### src/rtl/pipe_adder16_if.sv
// Handshake and operand/result bundle for pipe_adder16.
// master = producer/consumer side, slave = the adder itself.
interface pipe_adder16_if;
  logic        in_valid;
  logic        in_ready;
  logic [15:0] a;
  logic [15:0] b;
  logic        ci;
  logic        sub;
  logic        out_valid;
  logic        out_ready;
  logic [15:0] s;
  logic        co;
  logic        ovf;

  modport master (
    output in_valid, a, b, ci, sub, out_ready,
    input  in_ready, out_valid, s, co, ovf
  );

  modport slave (
    input  in_valid, a, b, ci, sub, out_ready,
    output in_ready, out_valid, s, co, ovf
  );
endinterface

### src/rtl/pipe_adder16.sv
// 16-bit adder built from four pipelined 4-bit ripple slices plus an output register.
// Optional macro PIPE_ADDER16_SUB_EN enables subtraction through the sub input.
module pipe_adder16 (
  input  logic           clk,
  input  logic           reset,
  pipe_adder16_if.slave  bus
);

  localparam int unsigned W  = 16;
  localparam int unsigned NW = 4;

  // One 4-bit ripple-carry slice: {carry_out, sum}.
  function automatic logic [NW:0] rca4(input logic [NW-1:0] x,
                                       input logic [NW-1:0] y,
                                       input logic          cin);
    logic          c;
    logic [NW:0]   r;
    c = cin;
    r = '0;
    for (int i = 0; i < int'(NW); i++) begin
      r[i] = x[i] ^ y[i] ^ c;
      c    = (x[i] & y[i]) | (c & (x[i] ^ y[i]));
    end
    r[NW] = c;
    return r;
  endfunction

  logic [W-1:0] w_b_eff;
  logic         w_cin;
  logic         w_adv;
  logic [NW:0]  w_n0;
  logic [NW:0]  w_n1;
  logic [NW:0]  w_n2;
  logic [NW:0]  w_n3;

  // Stage k holds the low 4(k+1) sum bits plus the still-unprocessed operand nibbles.
  logic         r_s0_v, r_s0_c, r_s0_a15, r_s0_b15;
  logic [3:0]   r_s0_sum;
  logic [11:0]  r_s0_a, r_s0_b;

  logic         r_s1_v, r_s1_c, r_s1_a15, r_s1_b15;
  logic [7:0]   r_s1_sum;
  logic [7:0]   r_s1_a, r_s1_b;

  logic         r_s2_v, r_s2_c, r_s2_a15, r_s2_b15;
  logic [11:0]  r_s2_sum;
  logic [3:0]   r_s2_a, r_s2_b;

  logic         r_s3_v, r_s3_c, r_s3_a15, r_s3_b15;
  logic [15:0]  r_s3_sum;

  logic         r_out_valid;
  logic [15:0]  r_out_s;
  logic         r_out_co;
  logic         r_out_ovf;

`ifdef PIPE_ADDER16_SUB_EN
  assign w_b_eff = bus.sub ? ~bus.b : bus.b;
  assign w_cin   = bus.sub ? 1'b1   : bus.ci;
`else
  // sub stays on the port but has no function in this build.
  logic w_unused_sub;
  assign w_unused_sub = bus.sub;
  assign w_b_eff      = bus.b;
  assign w_cin        = bus.ci;
`endif

  // The whole pipe moves as one unit whenever the output slot is free or being drained.
  assign w_adv        = !r_out_valid || bus.out_ready;
  assign bus.in_ready = w_adv;

  assign w_n0 = rca4(bus.a[3:0],   w_b_eff[3:0], w_cin);
  assign w_n1 = rca4(r_s0_a[3:0],  r_s0_b[3:0],  r_s0_c);
  assign w_n2 = rca4(r_s1_a[3:0],  r_s1_b[3:0],  r_s1_c);
  assign w_n3 = rca4(r_s2_a,       r_s2_b,       r_s2_c);

  always_ff @(posedge clk) begin
    if (reset) begin
      r_s0_v   <= 1'b0;
      r_s0_c   <= 1'b0;
      r_s0_a15 <= 1'b0;
      r_s0_b15 <= 1'b0;
      r_s0_sum <= '0;
      r_s0_a   <= '0;
      r_s0_b   <= '0;
      r_s1_v   <= 1'b0;
      r_s1_c   <= 1'b0;
      r_s1_a15 <= 1'b0;
      r_s1_b15 <= 1'b0;
      r_s1_sum <= '0;
      r_s1_a   <= '0;
      r_s1_b   <= '0;
      r_s2_v   <= 1'b0;
      r_s2_c   <= 1'b0;
      r_s2_a15 <= 1'b0;
      r_s2_b15 <= 1'b0;
      r_s2_sum <= '0;
      r_s2_a   <= '0;
      r_s2_b   <= '0;
      r_s3_v   <= 1'b0;
      r_s3_c   <= 1'b0;
      r_s3_a15 <= 1'b0;
      r_s3_b15 <= 1'b0;
      r_s3_sum <= '0;
    end else if (w_adv) begin
      r_s0_v   <= bus.in_valid;
      r_s0_c   <= w_n0[NW];
      r_s0_a15 <= bus.a[15];
      r_s0_b15 <= w_b_eff[15];
      r_s0_sum <= w_n0[NW-1:0];
      r_s0_a   <= bus.a[15:4];
      r_s0_b   <= w_b_eff[15:4];

      r_s1_v   <= r_s0_v;
      r_s1_c   <= w_n1[NW];
      r_s1_a15 <= r_s0_a15;
      r_s1_b15 <= r_s0_b15;
      r_s1_sum <= {w_n1[NW-1:0], r_s0_sum};
      r_s1_a   <= r_s0_a[11:4];
      r_s1_b   <= r_s0_b[11:4];

      r_s2_v   <= r_s1_v;
      r_s2_c   <= w_n2[NW];
      r_s2_a15 <= r_s1_a15;
      r_s2_b15 <= r_s1_b15;
      r_s2_sum <= {w_n2[NW-1:0], r_s1_sum};
      r_s2_a   <= r_s1_a[7:4];
      r_s2_b   <= r_s1_b[7:4];

      r_s3_v   <= r_s2_v;
      r_s3_c   <= w_n3[NW];
      r_s3_a15 <= r_s2_a15;
      r_s3_b15 <= r_s2_b15;
      r_s3_sum <= {w_n3[NW-1:0], r_s2_sum};
    end
  end

  // Output register; overflow is resolved here from the carried operand sign bits.
  always_ff @(posedge clk) begin
    if (reset) begin
      r_out_valid <= 1'b0;
      r_out_s     <= '0;
      r_out_co    <= 1'b0;
      r_out_ovf   <= 1'b0;
    end else if (w_adv) begin
      r_out_valid <= r_s3_v;
      r_out_s     <= r_s3_sum;
      r_out_co    <= r_s3_c;
      r_out_ovf   <= (r_s3_a15 == r_s3_b15) && (r_s3_sum[15] != r_s3_a15);
    end
  end

  assign bus.out_valid = r_out_valid;
  assign bus.s         = r_out_s;
  assign bus.co        = r_out_co;
  assign bus.ovf       = r_out_ovf;

endmodule

### src/flat_wrapper.sv
// flat-port wrapper written by rule: the top's interface ports become plain ports
module pipe_adder16_flat 
  (clk, reset, bus_in_valid, bus_a, bus_b, bus_ci, bus_sub, bus_out_ready, bus_in_ready, bus_out_valid, bus_s, bus_co, bus_ovf);
  pipe_adder16_if bus_i ();
  input  logic clk;
  input  logic reset;
  input wire logic [$bits(bus_i.in_valid)-1:0] bus_in_valid;
  input wire logic [$bits(bus_i.a)-1:0] bus_a;
  input wire logic [$bits(bus_i.b)-1:0] bus_b;
  input wire logic [$bits(bus_i.ci)-1:0] bus_ci;
  input wire logic [$bits(bus_i.sub)-1:0] bus_sub;
  input wire logic [$bits(bus_i.out_ready)-1:0] bus_out_ready;
  output wire logic [$bits(bus_i.in_ready)-1:0] bus_in_ready;
  output wire logic [$bits(bus_i.out_valid)-1:0] bus_out_valid;
  output wire logic [$bits(bus_i.s)-1:0] bus_s;
  output wire logic [$bits(bus_i.co)-1:0] bus_co;
  output wire logic [$bits(bus_i.ovf)-1:0] bus_ovf;
  assign bus_i.in_valid = bus_in_valid;
  assign bus_i.a = bus_a;
  assign bus_i.b = bus_b;
  assign bus_i.ci = bus_ci;
  assign bus_i.sub = bus_sub;
  assign bus_i.out_ready = bus_out_ready;
  assign bus_in_ready = bus_i.in_ready;
  assign bus_out_valid = bus_i.out_valid;
  assign bus_s = bus_i.s;
  assign bus_co = bus_i.co;
  assign bus_ovf = bus_i.ovf;
  pipe_adder16 u_core (.clk(clk), .reset(reset), .bus(bus_i));
endmodule
### config.mk
export PLATFORM = sky130hd
export DESIGN_NAME = pipe_adder16_flat
export DESIGN_NICKNAME = d
export VERILOG_FILES = /design/src/rtl/pipe_adder16_if.sv /design/src/rtl/pipe_adder16.sv /design/src/flat_wrapper.sv
export SDC_FILE = /design/constraint.sdc
export NUM_CORES = 1
export LEC_CHECK = 0
export CAP_MARGIN = 25
export CORE_MARGIN = 2
export CORE_UTILIZATION = 49
export CTS_CLUSTER_DIAMETER = 200
export DETAILED_ROUTE_END_ITERATION = 10
export PLACE_DENSITY = 0.75
export SLEW_MARGIN = 5
export SYNTH_ARGS = -nofsm -noshare
export SYNTH_HDL_FRONTEND = slang
export SYNTH_SLANG_ARGS = --single-unit
### constraint.sdc
create_clock -name clk -period 2.25 [get_ports clk]
set_clock_uncertainty 0.1 [all_clocks]
set_input_delay 0.3375 -clock clk [delete_from_list [all_inputs] [get_ports clk]]
set_output_delay 0.3375 -clock clk [all_outputs]
set_load 0.02 [all_outputs]
==> impl_metrics.py <==
metrics = {
    "placed_design": {
        "place_inst": 674,
        "globalplace.congestion": 0.767,
        "place.detailed.hpwl_microns": 5140,
        "numPortBuffers": 56,
    },
    "route": {
        "drt_iter0_drc": 190,
        "detail-route-antenna-nets": 0,
        "routed_wire_length_per_instance_microns": 12.0,
        "routed_wirelength_microns": 8470,
        "vias": 3523,
        "drtPass1Iterations": 4,
        "vias_per_cell": 5.00,
        "remaining_drc_errors": 0,
    },
    "status": {
        "outcome": "finished, final reports clean",
    },
    "floorplanning": {
        "io_pins": 58,
        "design.die.area_sq_um": 10000,
        "core.rowCount": 35,
        "die_h_microns": 100,
        "initial_core_util_pct": 49.7,
        "floorplan.core_area_sq_um": 9110,
        "die-width_microns": 100,
    },
    "finish": {
        "n_antenna_cell": 0,
        "most-common-layout-cells": "sky130_fd_sc_hd__nand2_1 (206), sky130_fd_sc_hd__dfxtp_1 (116), sky130_fd_sc_hd__a21oi_1 (103)",
        "layout.cells.most_common": "sky130_fd_sc_hd__nand2_1",
        "stdcell_count": 705,
        "design.final.nets": 636,
        "area_growth_syn_to_layout_pct": 25.3,
        "drive_gt1_share_pct": 10.6,
    },
    "clock_network": {
        "cts_num_sinks": 117,
        "cts-hold-fix-buffers": 0,
        "cts_tree": "built",
        "htree_num_levels": 4,
        "numCtsBuffers": 17,
        "cts_setup_buffers": 0,
        "clock_insertion_delay_worst_skew_ns": 0.51,
        "clock_tree.root_cell": "sky130_fd_sc_hd__clkbuf_8",
        "clock_pin_slew_reported_for_the_worst_setup_and_hold_paths_after_clock_tree_synthesis_ns": 0.06,
        "clockBufferDepth": 2,
    },
    "sta": {
        "fmaxAchievable_ghz": 0.458,
        "relSlewSlack_pct": 64.8,
        "final_hold_viol_count": 0,
        "final-setup-viol-count": 0,
        "slew_of_the_pin_with_the_lowest_slew_margin_ns": 0.528,
        "period_share_pct": 97.0,
        "rsz0062_at_grt": "yes",
        "final_max_slew_viol_count": 0,
        "totalNegativeSetupSlack_ns": 0,
        "layout_min_cycle_time_ns": 2.18,
    },
    "worst_setup_path": {
        "timing.critical_path.buf_inv": 3,
        "worst_path_max_delay_cell": "sky130_fd_sc_hd__fa_1",
        "timing.critical_path.fanout_max": 2,
        "data_arrival_time_at_the_worst_slack_endpoint_ns": 2.52,
        "cp_cell_sequence": "fa_2 > inv_2 > fa_1 > inv_1 > fa_2 > inv_2 > fa_1 > a211oi_2",
        "path_class": "reg2reg",
        "critical_path_launch_point_type": "register",
        "crit_path_max_incr_delay_ns": 0.43,
        "critical_path.endpoint_type": "register",
        "required_ns": 2.59,
        "crit_family": "adder cells",
    },
    "run": {
        "drv.max_cap_violation_count": 0,
    },
    "synth": {
        "post_synth_inst_count": 542,
        "syn_area_sq_um": 4530,
        "synth_fp_nets": 596,
        "seq_area_frac_synth_pct": 51.7,
        "synth_warnings": 0,
        "ys_ff_latch": 117,
        "syn_area_per_cell_sq_um": 8.36,
        "ys_types": 15,
    },
    "global_route": {
        "grt_pass1_wl_microns": 14400,
        "grt_antenna_before_repair": 0,
        "maximum_number_of_pins_on_one_net_before_global_route_repair": 129,
        "globalRoute.totalOverflow": 0,
        "vias_in_the_first_global_route": 3301,
        "grt_usage_pct": 18.1,
    },
    "pwr": {
        "powerDensity_nw_per_um2": 906,
        "power.ir.vdd_worst_uv": 472,
        "leakagePower_nw": 2.17,
        "total_power_mw": 5.14,
    },
    "min_path": {
        "hold_class": "in2reg",
    },
}
## power by group
part / total [mW] / switching [mW] / internal [mW] / leakage, nW
clock network: 2.61 / 0.886 / 1.73 / 0.283
logic: 0.304 / 0.149 / 0.154 / 0.931
registers: 2.23 / 0.0545 / 2.17 / 0.960
total: 5.14 / 1.09 / 4.05 / 2.17
## cells by family after synthesis
group	Yosys count	share of synthesized area (%)
fa+ha+maj	16	7.07
compound gates	116	14.9
simple gates	225	18.8
buf+inv	68	7.54
flops	117	51.7
## what timing repair did
| action | CTS | global route |
|---|---|---|
| endpoints found under the setup margin | 2 | 4 |
| cloned | 0 | 0 |
| pin swaps | 2 | 5 |
| resized for setup | 4 | 13 |
## stage by stage
| step | utilization, % | cell area (sq um) | hold WS, ns | worst slack [ns] |
|---|---|---|---|---|
| after floorplan | - | 4530 | 0.332 | 0.0987 |
| after global placement | 55.7 | 5070 | 0.339 | -0.388 |
| after detailed placement | 55.7 | 5070 | 0.344 | -0.462 |
| after CTS | 62.1 | 5660 | 0.185 | 0.00383 |
| after global routing | 62.3 | 5670 | 0.210 | -0.0152 |
| final | 62.3 | 5670 | 0.192 | 0.0685 |
## layer usage
layer	vias to the layer above	wire [microns]	GRT usage, %	part of all wire, %
met5	-	0	0	0
met4	0	153	7.59	1.8
met3	18	352	5.01	4.2
met2	65	4070	29.9	48
met1	1648	3890	22.2	46
li1	1792	-	-	-
## worst paths after layout
| path | from | endpoint | slack [ns] | cells past startpoint |
|---|---|---|---|---|
| max | u_core.r_s2_b[0]$_SDFFE_PP0P_ | u_core.r_s3_sum[15]$_SDFFE_PP0P_ | 0.07 | 8 |
| min | reset | u_core.r_s0_a[0]$_SDFFE_PP0P_ | 0.19 | 2 |
| max reg2reg | u_core.r_s2_b[0]$_SDFFE_PP0P_ | u_core.r_s3_sum[15]$_SDFFE_PP0P_ | 0.07 | 8 |
| min reg2reg | u_core.r_s0_sum[0]$_SDFFE_PP0P_ | u_core.r_s0_sum[0]$_SDFFE_PP0P_ | 0.35 | 2 |
## synthesized netlist by cell type
| cell type | n | area [sq um] |
|---|---|---|
| sky130_fd_sc_hd__buf_2 | 12 | 60.1 |
| sky130_fd_sc_hd__nand2_1 | 206 | 773 |
| sky130_fd_sc_hd__clkbuf_1 | 12 | 45.0 |
| sky130_fd_sc_hd__inv_2 | 1 | 3.75 |
| sky130_fd_sc_hd__buf_6 | 4 | 45.0 |
| sky130_fd_sc_hd__dfxtp_1 | 117 | 2340 |
| sky130_fd_sc_hd__fa_1 | 16 | 320 |
| sky130_fd_sc_hd__buf_4 | 11 | 82.6 |
| sky130_fd_sc_hd__nor2b_1 | 2 | 12.5 |
| sky130_fd_sc_hd__a211oi_2 | 12 | 150 |
| sky130_fd_sc_hd__nor2_1 | 16 | 60.1 |
| sky130_fd_sc_hd__a221oi_1 | 1 | 8.76 |
| sky130_fd_sc_hd__inv_1 | 28 | 105 |
| sky130_fd_sc_hd__nor3_1 | 1 | 5.00 |
| sky130_fd_sc_hd__a21oi_1 | 103 | 515 |
## worst register-to-register path, stage by stage (launching register included)
cell and delay, ns:
sky130_fd_sc_hd__dfxtp_1 0.32, sky130_fd_sc_hd__fa_2 0.39, sky130_fd_sc_hd__inv_2 0.06, sky130_fd_sc_hd__fa_1 0.15, sky130_fd_sc_hd__inv_1 0.05, sky130_fd_sc_hd__fa_2 0.36
sky130_fd_sc_hd__inv_2 0.07, sky130_fd_sc_hd__fa_1 0.43, sky130_fd_sc_hd__a211oi_2 0.18
## sequential cells by signal (all words and copies together) (netlist names), 4 cells and up
register	cells
u_core.r_s2_a	4
u_core.bus.s	16
u_core.r_s0_b	12
u_core.r_s1_sum	8
u_core.r_s0_a	12
u_core.r_s3_sum	16
u_core.r_s2_b	4
u_core.r_s0_sum	4
u_core.r_s2_sum	12
u_core.r_s1_a	8
u_core.r_s1_b	8
## area by class of cell
cell class                 instances  area, sq um
inverter                          29          111
clock inverter                    10          130
fill                             769         3430
multi-input combinational        357         1870
tap                              111          139
clock buffer                      21          449
timing repair buffer              60          631
sequential                       117         2340
No activity file was read; power rests on OpenSTA's default activity.
